`config.mk`:
```
export PLATFORM = sky130hd
export DESIGN_NAME = execute_stage
export DESIGN_NICKNAME = d
export VERILOG_FILES = /design/src/rtl/execute_stage.sv
export SDC_FILE = /design/constraint.sdc
export NUM_CORES = 1
export LEC_CHECK = 0
export BUFFER_PORTS_ARGS = -buffer_cell sky130_fd_sc_hd__buf_2
export CAP_MARGIN = 30
export CORE_MARGIN = 4
export CORE_UTILIZATION = 52
export DETAILED_ROUTE_END_ITERATION = 12
export PLACE_DENSITY = 0.79
export SYNTH_ARGS = -nofsm -noshare
export SYNTH_HDL_FRONTEND = slang
export SYNTH_SLANG_ARGS = --single-unit
```
`constraint.sdc`:
```
create_clock -name clock -period 2.67 [get_ports clock]
set_input_delay 0.6675 -clock clock [delete_from_list [all_inputs] [get_ports clock]]
set_output_delay 0.6675 -clock clock [all_outputs]
set_load 0.03 [all_outputs]
```
`src/rtl/execute_stage.sv`:
```
// Execute stage: operand forwarding, ALU and the EX/MEM pipeline register.
// Define EXECUTE_MULT_EN to build in the 33-cycle shift-add multiplier and its stall FSM.
module execute_stage (
    input  logic        clock,
    input  logic        reset,
    input  logic [31:0] readData_1,
    input  logic [31:0] readData_2,
    input  logic [31:0] immediate,
    input  logic [4:0]  rt_FD,
    input  logic [4:0]  rd_FD,
    input  logic [3:0]  aluCtrl,
    input  logic        aluSrc,
    input  logic        regDst,
    input  logic        regWrite_in,
    input  logic        memToReg_in,
    input  logic        memRead_in,
    input  logic        memWrite_in,
    input  logic        branch_in,
    input  logic [1:0]  forwardA,
    input  logic [1:0]  forwardB,
    input  logic [31:0] forwardALUResult,
    input  logic [31:0] writeData,
    input  logic        exFlush,
    output logic [31:0] arithmeticOut,
    output logic [31:0] MEMwriteData,
    output logic [4:0]  regWriteSel,
    output logic        negFlag,
    output logic        zeroFlag,
    output logic        regWrite,
    output logic        memToReg,
    output logic        memRead,
    output logic        memWrite,
    output logic        branchCtrl,
    output logic        exBusy
);

    localparam logic [3:0] ALU_ADD  = 4'd0;
    localparam logic [3:0] ALU_SUB  = 4'd1;
    localparam logic [3:0] ALU_AND  = 4'd2;
    localparam logic [3:0] ALU_OR   = 4'd3;
    localparam logic [3:0] ALU_XOR  = 4'd4;
    localparam logic [3:0] ALU_SLT  = 4'd5;
    localparam logic [3:0] ALU_SLL  = 4'd6;
    localparam logic [3:0] ALU_SRL  = 4'd7;
    localparam logic [3:0] ALU_SRA  = 4'd8;
    localparam logic [3:0] ALU_MUL  = 4'd9;
    localparam logic [3:0] ALU_PASS = 4'd10;

    logic [31:0] op_a;
    logic [31:0] fwd_b;
    logic [31:0] op_b;
    logic [31:0] alu_result;
    logic [4:0]  dest_sel;
    logic [4:0]  ctrl_in;

    logic [31:0] result_d, result_q;
    logic [31:0] wdata_d, wdata_q;
    logic [4:0]  sel_d, sel_q;
    logic        neg_d, neg_q;
    logic        zero_d, zero_q;
    logic [4:0]  ctrl_d, ctrl_q;
    logic        load_valid;

    // Codes 0 and 3 both select the register file value.
    always_comb begin
        case (forwardA)
            2'd1:    op_a = forwardALUResult;
            2'd2:    op_a = writeData;
            default: op_a = readData_1;
        endcase
        case (forwardB)
            2'd1:    fwd_b = forwardALUResult;
            2'd2:    fwd_b = writeData;
            default: fwd_b = readData_2;
        endcase
    end

    assign op_b     = aluSrc ? immediate : fwd_b;
    assign dest_sel = regDst ? rd_FD : rt_FD;
    assign ctrl_in  = {regWrite_in, memToReg_in, memRead_in, memWrite_in, branch_in};

    // MUL is not handled here; it yields 0 like the unused codes.
    always_comb begin
        alu_result = '0;
        case (aluCtrl)
            ALU_ADD:  alu_result = op_a + op_b;
            ALU_SUB:  alu_result = op_a - op_b;
            ALU_AND:  alu_result = op_a & op_b;
            ALU_OR:   alu_result = op_a | op_b;
            ALU_XOR:  alu_result = op_a ^ op_b;
            ALU_SLT:  alu_result = {31'd0, $signed(op_a) < $signed(op_b)};
            ALU_SLL:  alu_result = op_a << op_b[4:0];
            ALU_SRL:  alu_result = op_a >> op_b[4:0];
            ALU_SRA:  alu_result = $unsigned($signed(op_a) >>> op_b[4:0]);
            ALU_PASS: alu_result = op_b;
            default:  alu_result = '0;
        endcase
    end

`ifdef EXECUTE_MULT_EN
    localparam logic [1:0] ST_IDLE = 2'd0;
    localparam logic [1:0] ST_MULT = 2'd1;
    localparam logic [1:0] ST_DONE = 2'd2;

    logic [1:0]  state_d, state_q;
    logic [4:0]  count_d, count_q;
    logic [31:0] acc_d, acc_q;
    logic [31:0] mul_a_d, mul_a_q;
    logic [31:0] mul_b_d, mul_b_q;
    logic [31:0] hold_wdata_d, hold_wdata_q;
    logic [4:0]  hold_sel_d, hold_sel_q;
    logic [4:0]  hold_ctrl_d, hold_ctrl_q;
    logic        busy;

    // Operands and the control bundle are captured once at acceptance so
    // the hazard unit may present anything while the multiply runs.
    always_comb begin
        state_d      = state_q;
        count_d      = count_q;
        acc_d        = acc_q;
        mul_a_d      = mul_a_q;
        mul_b_d      = mul_b_q;
        hold_wdata_d = hold_wdata_q;
        hold_sel_d   = hold_sel_q;
        hold_ctrl_d  = hold_ctrl_q;
        busy         = 1'b0;
        case (state_q)
            ST_IDLE: begin
                if (aluCtrl == ALU_MUL && !exFlush) begin
                    busy         = 1'b1;
                    state_d      = ST_MULT;
                    count_d      = 5'd0;
                    acc_d        = '0;
                    mul_a_d      = op_a;
                    mul_b_d      = op_b;
                    hold_wdata_d = fwd_b;
                    hold_sel_d   = dest_sel;
                    hold_ctrl_d  = ctrl_in;
                end
            end
            ST_MULT: begin
                busy = 1'b1;
                if (exFlush) begin
                    state_d = ST_IDLE;
                    count_d = 5'd0;
                end else begin
                    acc_d   = acc_q + (mul_b_q[count_q] ? (mul_a_q << count_q) : 32'd0);
                    count_d = count_q + 5'd1;
                    if (count_q == 5'd31) begin
                        state_d = ST_DONE;
                    end
                end
            end
            ST_DONE: begin
                state_d = ST_IDLE;
                count_d = 5'd0;
            end
            default: begin
                state_d = ST_IDLE;
                count_d = 5'd0;
            end
        endcase
    end

    always_ff @(posedge clock or posedge reset) begin
        if (reset) begin
            state_q      <= ST_IDLE;
            count_q      <= 5'd0;
            acc_q        <= '0;
            mul_a_q      <= '0;
            mul_b_q      <= '0;
            hold_wdata_q <= '0;
            hold_sel_q   <= '0;
            hold_ctrl_q  <= '0;
        end else begin
            state_q      <= state_d;
            count_q      <= count_d;
            acc_q        <= acc_d;
            mul_a_q      <= mul_a_d;
            mul_b_q      <= mul_b_d;
            hold_wdata_q <= hold_wdata_d;
            hold_sel_q   <= hold_sel_d;
            hold_ctrl_q  <= hold_ctrl_d;
        end
    end

    assign exBusy = busy & ~reset;

    always_comb begin
        result_d   = '0;
        wdata_d    = '0;
        sel_d      = '0;
        ctrl_d     = '0;
        load_valid = 1'b0;
        if (!exFlush) begin
            if (state_q == ST_DONE) begin
                result_d   = acc_q;
                wdata_d    = hold_wdata_q;
                sel_d      = hold_sel_q;
                ctrl_d     = hold_ctrl_q;
                load_valid = 1'b1;
            end else if (state_q == ST_IDLE && aluCtrl != ALU_MUL) begin
                result_d   = alu_result;
                wdata_d    = fwd_b;
                sel_d      = dest_sel;
                ctrl_d     = ctrl_in;
                load_valid = 1'b1;
            end
        end
        neg_d  = load_valid & result_d[31];
        zero_d = load_valid & (result_d == '0);
    end
`else
    assign exBusy = 1'b0;

    always_comb begin
        result_d   = '0;
        wdata_d    = '0;
        sel_d      = '0;
        ctrl_d     = '0;
        load_valid = 1'b0;
        if (!exFlush) begin
            result_d   = alu_result;
            wdata_d    = fwd_b;
            sel_d      = dest_sel;
            ctrl_d     = ctrl_in;
            load_valid = 1'b1;
        end
        neg_d  = load_valid & result_d[31];
        zero_d = load_valid & (result_d == '0);
    end
`endif

    // Bubbles (flush or stall) clear the flags as well as data and control.
    always_ff @(posedge clock or posedge reset) begin
        if (reset) begin
            result_q <= '0;
            wdata_q  <= '0;
            sel_q    <= '0;
            neg_q    <= 1'b0;
            zero_q   <= 1'b0;
            ctrl_q   <= '0;
        end else begin
            result_q <= result_d;
            wdata_q  <= wdata_d;
            sel_q    <= sel_d;
            neg_q    <= neg_d;
            zero_q   <= zero_d;
            ctrl_q   <= ctrl_d;
        end
    end

    assign arithmeticOut = result_q;
    assign MEMwriteData  = wdata_q;
    assign regWriteSel   = sel_q;
    assign negFlag       = neg_q;
    assign zeroFlag      = zero_q;
    assign regWrite      = ctrl_q[4];
    assign memToReg      = ctrl_q[3];
    assign memRead       = ctrl_q[2];
    assign memWrite      = ctrl_q[1];
    assign branchCtrl    = ctrl_q[0];

endmodule

```
==> summary.txt, run 1 <==
Floorplanning
  • Number of placed I/O pins: around 270
  • Initial standard-cell utilization of the core: 0.535
  • Die height: ~170 µm
  • Die width: approximately 170 µm
  • Placement Rows: 57

GRT
  • Via count of the first global-routing pass: between 20,000 and 30,000
  • Global-route wire length before repair: roughly 200,000 µm
  • Total overflow reported by the global router: between 1,000 and 1,500
  • Tot GR Track Use: 0.918
  • Largest net degree at the start of global routing: 43

Synth
  • Asr flop ratio synth: 1.00
  • Syn Std Cell Area: around 13,000 µm²
  • Share of synthesized area occupied by flip-flops and latches: 0.143
  • Post-Syn Area per Cell: approximately 7.1 µm²
  • Count of cell types in the netlist: around 100
  • Number of flops mapped to enable cells by yosys: 0
  • Largest cells by area after synthesis: sky130_fd_sc_hd__dfrtp_1, sky130_fd_sc_hd__ha_1, sky130_fd_sc_hd__mux2i_1, sky130_fd_sc_hd__o21ai_0, sky130_fd_sc_hd__nor2_1
  • Flip-flop cell with the highest count after synthesis: sky130_fd_sc_hd__dfrtp_1
  • Cell type with the highest aggregate area in the netlist: sky130_fd_sc_hd__dfrtp_1
  • Number of cells produced by synthesis: about 1,800
  • Yosys top cell area share: 0.143
  • #FFs+latches synth: 75
  • Yosys synthesis warning count: 0
  • Mapped Nets: 2,137

Clock network
  • Clock buffers created by TritonCTS: 9
  • Clock net sink count: 75
  • Htree depth: 3
  • Clock Tree Root: sky130_fd_sc_hd__clkbuf_16
  • Maximum number of buffers from clock root to sink: 2

Outcome
  • Run status: aborted with a tool error
  • Tool error message: [ERROR GRT-0116] Global routing finished with congestion. Check the congestion regions in the DRC Viewer.
  • Exit stage: 5_1_grt

Place
  • Area after DPL: ~20,000 µm²
  • Number of buffers added on ports: ~260
  • DPL Wire Length: approximately 63,000 µm
  • Weighted congestion at the end of routability-driven global placement: 1.30
  • Worst setup slack after placement: -3.18 ns
cells in the mapped netlist, types with 15 or more instances:
cell                       number
sky130_fd_sc_hd__a22oi_1       53
sky130_fd_sc_hd__o22ai_1       53
sky130_fd_sc_hd__nand2_1      171
sky130_fd_sc_hd__a221oi_1      27
sky130_fd_sc_hd__nor2b_1       23
sky130_fd_sc_hd__dfrtp_1       75
sky130_fd_sc_hd__a211oi_1      25
sky130_fd_sc_hd__mux2i_1      101
sky130_fd_sc_hd__inv_1        103
sky130_fd_sc_hd__nor2_1       188
sky130_fd_sc_hd__clkbuf_1      97
sky130_fd_sc_hd__a21oi_1      126
sky130_fd_sc_hd__o211ai_1      34
sky130_fd_sc_hd__or3_1         15
sky130_fd_sc_hd__o21ai_0      163
sky130_fd_sc_hd__a31oi_1       19
sky130_fd_sc_hd__buf_2         18
sky130_fd_sc_hd__ha_1         104
sky130_fd_sc_hd__xnor2_1       17
sky130_fd_sc_hd__nand3_1       37
sky130_fd_sc_hd__o221ai_1      21
sky130_fd_sc_hd__nor3_1        28
sky130_fd_sc_hd__o21ai_1       18
sky130_fd_sc_hd__a221o_1       33
per-layer routing:
metal	overflow	GRT usage
met3	67	0.810
met4	321	0.963
met1	40	0.879
met2	621	1.06
met5	9	0.543
per-stage QoR:
stage           util  TNS, ns  std cells
2_1_floorplan      -   -45.29       1843
3_3_place_gp   0.811   -60.74       3006
3_5_place_dp   0.811   -67.79       3006
4_1_cts        0.883   -46.62       3061
logic make-up after synthesis:
kind of cell | count (synthesis) | synth area share
fa+ha+maj | 106 | 0.102
compound gates | 734 | 0.382
flops | 75 | 0.143
simple gates | 547 | 0.190
buf+inv | 253 | 0.0865
other cells | 1 | 0.000285
mux | 107 | 0.0831
xor+xnor | 20 | 0.0133
repair_timing:
item / in CTS
hold buffers: 0
gates resized for setup: 248
endpoints found under the setup margin: 33
cloned: 3
buffers inserted: 39
pin swaps: 76
==> inputs of run 2 (changes only) <==
Settings changed: CORE_UTILIZATION 52 to 40, PLACE_DENSITY 0.79 to default, PLACE_DENSITY_LB_ADDON from default to 0.15.
Clock period 2.67 ns to 3.47 ns, I/O delays scaled along.
==> run 2 against run 1 <==
The flow now finishes, with violations (negative setup slack). Synthesized area did not move. Synthesized cell count did not move.
==> summary.txt, run 2 <==
Floorplanning
  • Initial standard-cell utilization of the core: 0.405 (was 0.535)
  • Placement Rows: 66 (was 57)
  • Die height: 189 µm (was 167 µm)
  • Die width: 189 µm (was 167 µm)
  • Core area: about 32,000 µm²
  • Die ar.: 35,800 µm²
  • Number of placed I/O pins: 265 (unchanged)

Synth
  • Number of cells produced by synthesis: 1,843 (unchanged)
  • Most common cell in the synthesized netlist: sky130_fd_sc_hd__nor2_1 (unchanged)
  • Count of cell types in the netlist: 101 (unchanged)
  • Compound-cell area share of the yosys netlist: 0.382 (unchanged)
  • Largest cells by area after synthesis: sky130_fd_sc_hd__dfrtp_1, sky130_fd_sc_hd__ha_1, sky130_fd_sc_hd__mux2i_1, sky130_fd_sc_hd__o21ai_0, sky130_fd_sc_hd__nor2_1 (unchanged)
  • Mapped Nets: 2,137 (unchanged)
  • Simple-gate area share of the yosys netlist: 0.190 (unchanged)
  • Syn Std Cell Area: 13,200 µm² (unchanged)
  • #FFs+latches synth: 75 (unchanged)
  • Share of synthesized area occupied by flip-flops and latches: 0.143 (unchanged)
  • Number of flops mapped to enable cells by yosys: 0 (unchanged)
  • Ranking of synthesized cells by instance count: sky130_fd_sc_hd__nor2_1, sky130_fd_sc_hd__nand2_1, sky130_fd_sc_hd__o21ai_0, sky130_fd_sc_hd__a21oi_1, sky130_fd_sc_hd__ha_1 (unchanged)
  • Cell type with the highest aggregate area in the netlist: sky130_fd_sc_hd__dfrtp_1 (unchanged)
  • Synthesized-area fraction occupied by adder cells: 0.102 (unchanged)
  • Post-Syn Area per Cell: 7.14 µm² (unchanged)
  • Yosys synthesis warning count: 0 (unchanged)
  • Post-synthesis xor/xnor area fraction: 0.0133 (unchanged)
  • Main combinational cell family by area after synthesis: compound AO/OA/AOI/OAI gates (unchanged)
  • Flip-flop cell with the highest count after synthesis: sky130_fd_sc_hd__dfrtp_1 (unchanged)
  • Share of synthesized area spent on multiplexers: 0.0831 (unchanged)
  • Asr flop ratio synth: 1.00 (unchanged)
  • Yosys top cell area share: 0.143 (unchanged)

GRT
  • Total overflow reported by the global router: 0
  • Largest net degree at the start of global routing: 76
  • Via count of the first global-routing pass: approximately 20,000
  • Global-route wire length before repair: 126,000 µm
  • Tot GR Track Use: 0.461
  • Antenna violations before repair: 1

Final layout
  • Design area: ~23,000 µm²
  • Post-layout net count: between 3,000 and 4,000
  • Number of flip-flops under the largest register name: 32
  • Fillers: 2,582
  • Commonest non-fill, non-tap cell in the layout: sky130_fd_sc_hd__buf_4
  • End-of-flow core utilization: 0.719
  • Commonest cells after routing, fill and taps aside: sky130_fd_sc_hd__buf_4, sky130_fd_sc_hd__buf_2, sky130_fd_sc_hd__nand2_1, sky130_fd_sc_hd__nor2_1, sky130_fd_sc_hd__o21ai_0
  • Share of final-layout standard cells stronger than drive strength 1: 0.507
  • Ant diodes: 0
  • Synthesis-to-layout area growth: 77.3%

Power and ir drop
  • Max VDD drop: around 260 µV
  • Standby leakage power: 11.1 nW
  • Power density over the cells: 373 nW/µm²

Timing
  • Transition at the pin with the smallest max-transition slack: between 0.9 and 1 ns
  • Fmax: between 0.15 and 0.2 GHz
  • Final WS setup: -1.66 ns
  • Headroom to the max-slew limit: 0.336
  • RSZ-0062 raised after global routing: true
  • Post-route clock period utilization: 1.48
  • Sum of negative setup slack: -29.77 ns
  • Number of pins with negative max-slew slack in the final report: 0
  • Final Hold Violating Endpoints: 0
  • Final setup violating endpoints: 33
  • Shortest period the worst path allows: about 5 ns

Drt
  • Number of design rule violations left after detail routing: 0
  • Number of DRC markers in iteration 0: about 2,700
  • Routed via count: ~21,000
  • Number of detailed-route iterations in the first pass: 6
  • Average wire per standard cell: 27.0 µm
  • Final wirelength: between 80,000 and 90,000 µm
  • Vias per cell: roughly 6.5
  • Remaining antenna violation count: 0

Place
  • Area after DPL: 20,200 µm² (was 19,900 µm²)
  • Worst setup slack after placement: -2.45 ns (was -3.18 ns)
  • DPL Wire Length: 66,300 µm (was 62,800 µm)
  • Weighted congestion at the end of routability-driven global placement: 1.12 (was 1.30)
  • Number of buffers added on ports: 263 (unchanged)

Flow run
  • Max-cap viol count: 0

Worst setup path
  • Setup Crit Path Kind: in2reg
  • Maximum fanout along the worst path: 8
  • Crit path max-delay cell type: sky130_fd_sc_hd__or4_4
  • Delay of the slowest cell on the worst path: ~0.55 ns
  • Ordered list of cells on the worst path: buf_8 > inv_4 > ha_4 > buf_8 > a221o_1 > o21ai_2 > nor2_2 > a21oi_2 > inv_2 > ha_4 > or3_4 > or4_4 > nor3_4 > o211ai_1 > buf_4 > buf_4 > a2111oi_4 > a211oi_2 > o21bai_1 > a21oi_1 > xnor2_1 > a21oi_2 > a21oi_1 > nor4bb_1
  • Data arrival time at the worst-slack endpoint: 5.39 ns
  • Launch point of the worst path: forwardB[0]
  • Type of element capturing the critical path: flip-flop
  • Critical path data required time: about 3.7 ns
  • Destination of the critical timing path: zeroFlag
  • Element type at the critical path start: primary input

Clock network
  • Clock buffers created by TritonCTS: 9 (unchanged)
  • Htree depth: 3 (unchanged)
  • Maximum number of buffers from clock root to sink: 2 (unchanged)
  • Clock-pin slew of the registers on the worst-case setup and hold paths: 0.07 ns
  • Clock tree from TritonCTS: built
  • Number of hold buffers added after CTS: 0 (unchanged)
  • Clock Tree Root: sky130_fd_sc_hd__clkbuf_16 (unchanged)
  • Clock net sink count: 75 (unchanged)

Outcome
  • Run status: finished with violations (was aborted with a tool error)
  • Failing checks: negative setup slack

Hold path
  • Type of the tightest min-delay check: in2async
-- run 2: cell counts after synthesis --
No cell type changed its count.
-- run 2: kinds of logic (layout without fill, tap and decap cells) --
logic type,count (synthesis),count (layout)
muxes,107,107
and+or+nand+nor,547,547
DFF,75,75
other,1,1
adders and majority gates,106,106
AOI/OAI and AO/OA,734,734
buffers and inverters,253,1223
xor gates and xnor gates,20,20
-- run 2: metal layers --
layer | up-vias | track usage | wire length (µm)
li1 | 8877 | - | -
met1 | 9864 | 0.566 | 31600
met2 | 1756 | 0.696 | 36600
met3 | 547 | 0.146 | 11600
met4 | 2 | 0.296 | 8120
met5 | - | 0 | 13
-- run 2: critical path, delay by kind of cell --
| family | cells | cell delay, ns |
|---|---|---|
| buf+inv | 6 | 0.73 |
| fa+ha+maj | 2 | 0.43 |
| compound gates | 10 | 1.76 |
| xor+xnor | 1 | 0.15 |
| simple gates | 5 | 1.44 |
-- run 2: cell type report --
cell class | count | area [µm²] | share of cell area
Multi-Input combinational cell | 1515 | 12000 | 0.517
Timing Repair Buffer | 1100 | 8130 | 0.348
Sequential cell | 75 | 1880 | 0.0805
Tap cell | 442 | 553 | 0.0237
Inverter | 107 | 432 | 0.0185
Clock buffer | 9 | 225 | 0.00966
Clock inverter | 7 | 60.1 | 0.00258
-- run 2: timing repair --
| action | CTS | global route |
|---|---|---|
| gates cloned | 3 | 2 |
| resized for setup | 295 | 141 |
| pin swaps | 88 | 95 |
| setup buffers | 89 | 29 |
| setup endpoints to repair | 33 | 34 |
-- run 2: worst min path at each step --
| stage | startpoint | cells past startpoint | end | slack [ns] |
|---|---|---|---|---|
| after floorplan | branch_in | 1 | ctrl_q[0] | 1.01 |
| after global placement | regWrite_in | 2 | ctrl_q[4] | 1.08 |
| after detailed placement | memRead_in | 2 | ctrl_q[2] | 1.10 |
| after CTS | memRead_in | 2 | ctrl_q[2] | 0.72 |
| after global routing | reset | 3 | MEMwriteData[29] | 0.60 |
| final | reset | 3 | MEMwriteData[29] | 0.57 |
-- run 2: power by group --
part	leakage, nW	switching (mW)	internal (mW)
Clock	0.131	0.455	0.496
Combinational	9.93	3.72	3.07
Sequential	0.993	0.0190	0.947
Total	11.1	4.19	4.51
-- run 2: per-stage QoR --
step	hold slack [ns]	total power, mW	instances
global placement	1.08	6.34	3142
floorplan	1.01	3.64	1843
CTS	0.724	8.05	3244
finish	0.567	8.71	3255
global route	0.601	9.02	3255
detailed placement	1.10	6.39	3142
Note: power is estimated with default switching activity, not from simulation.
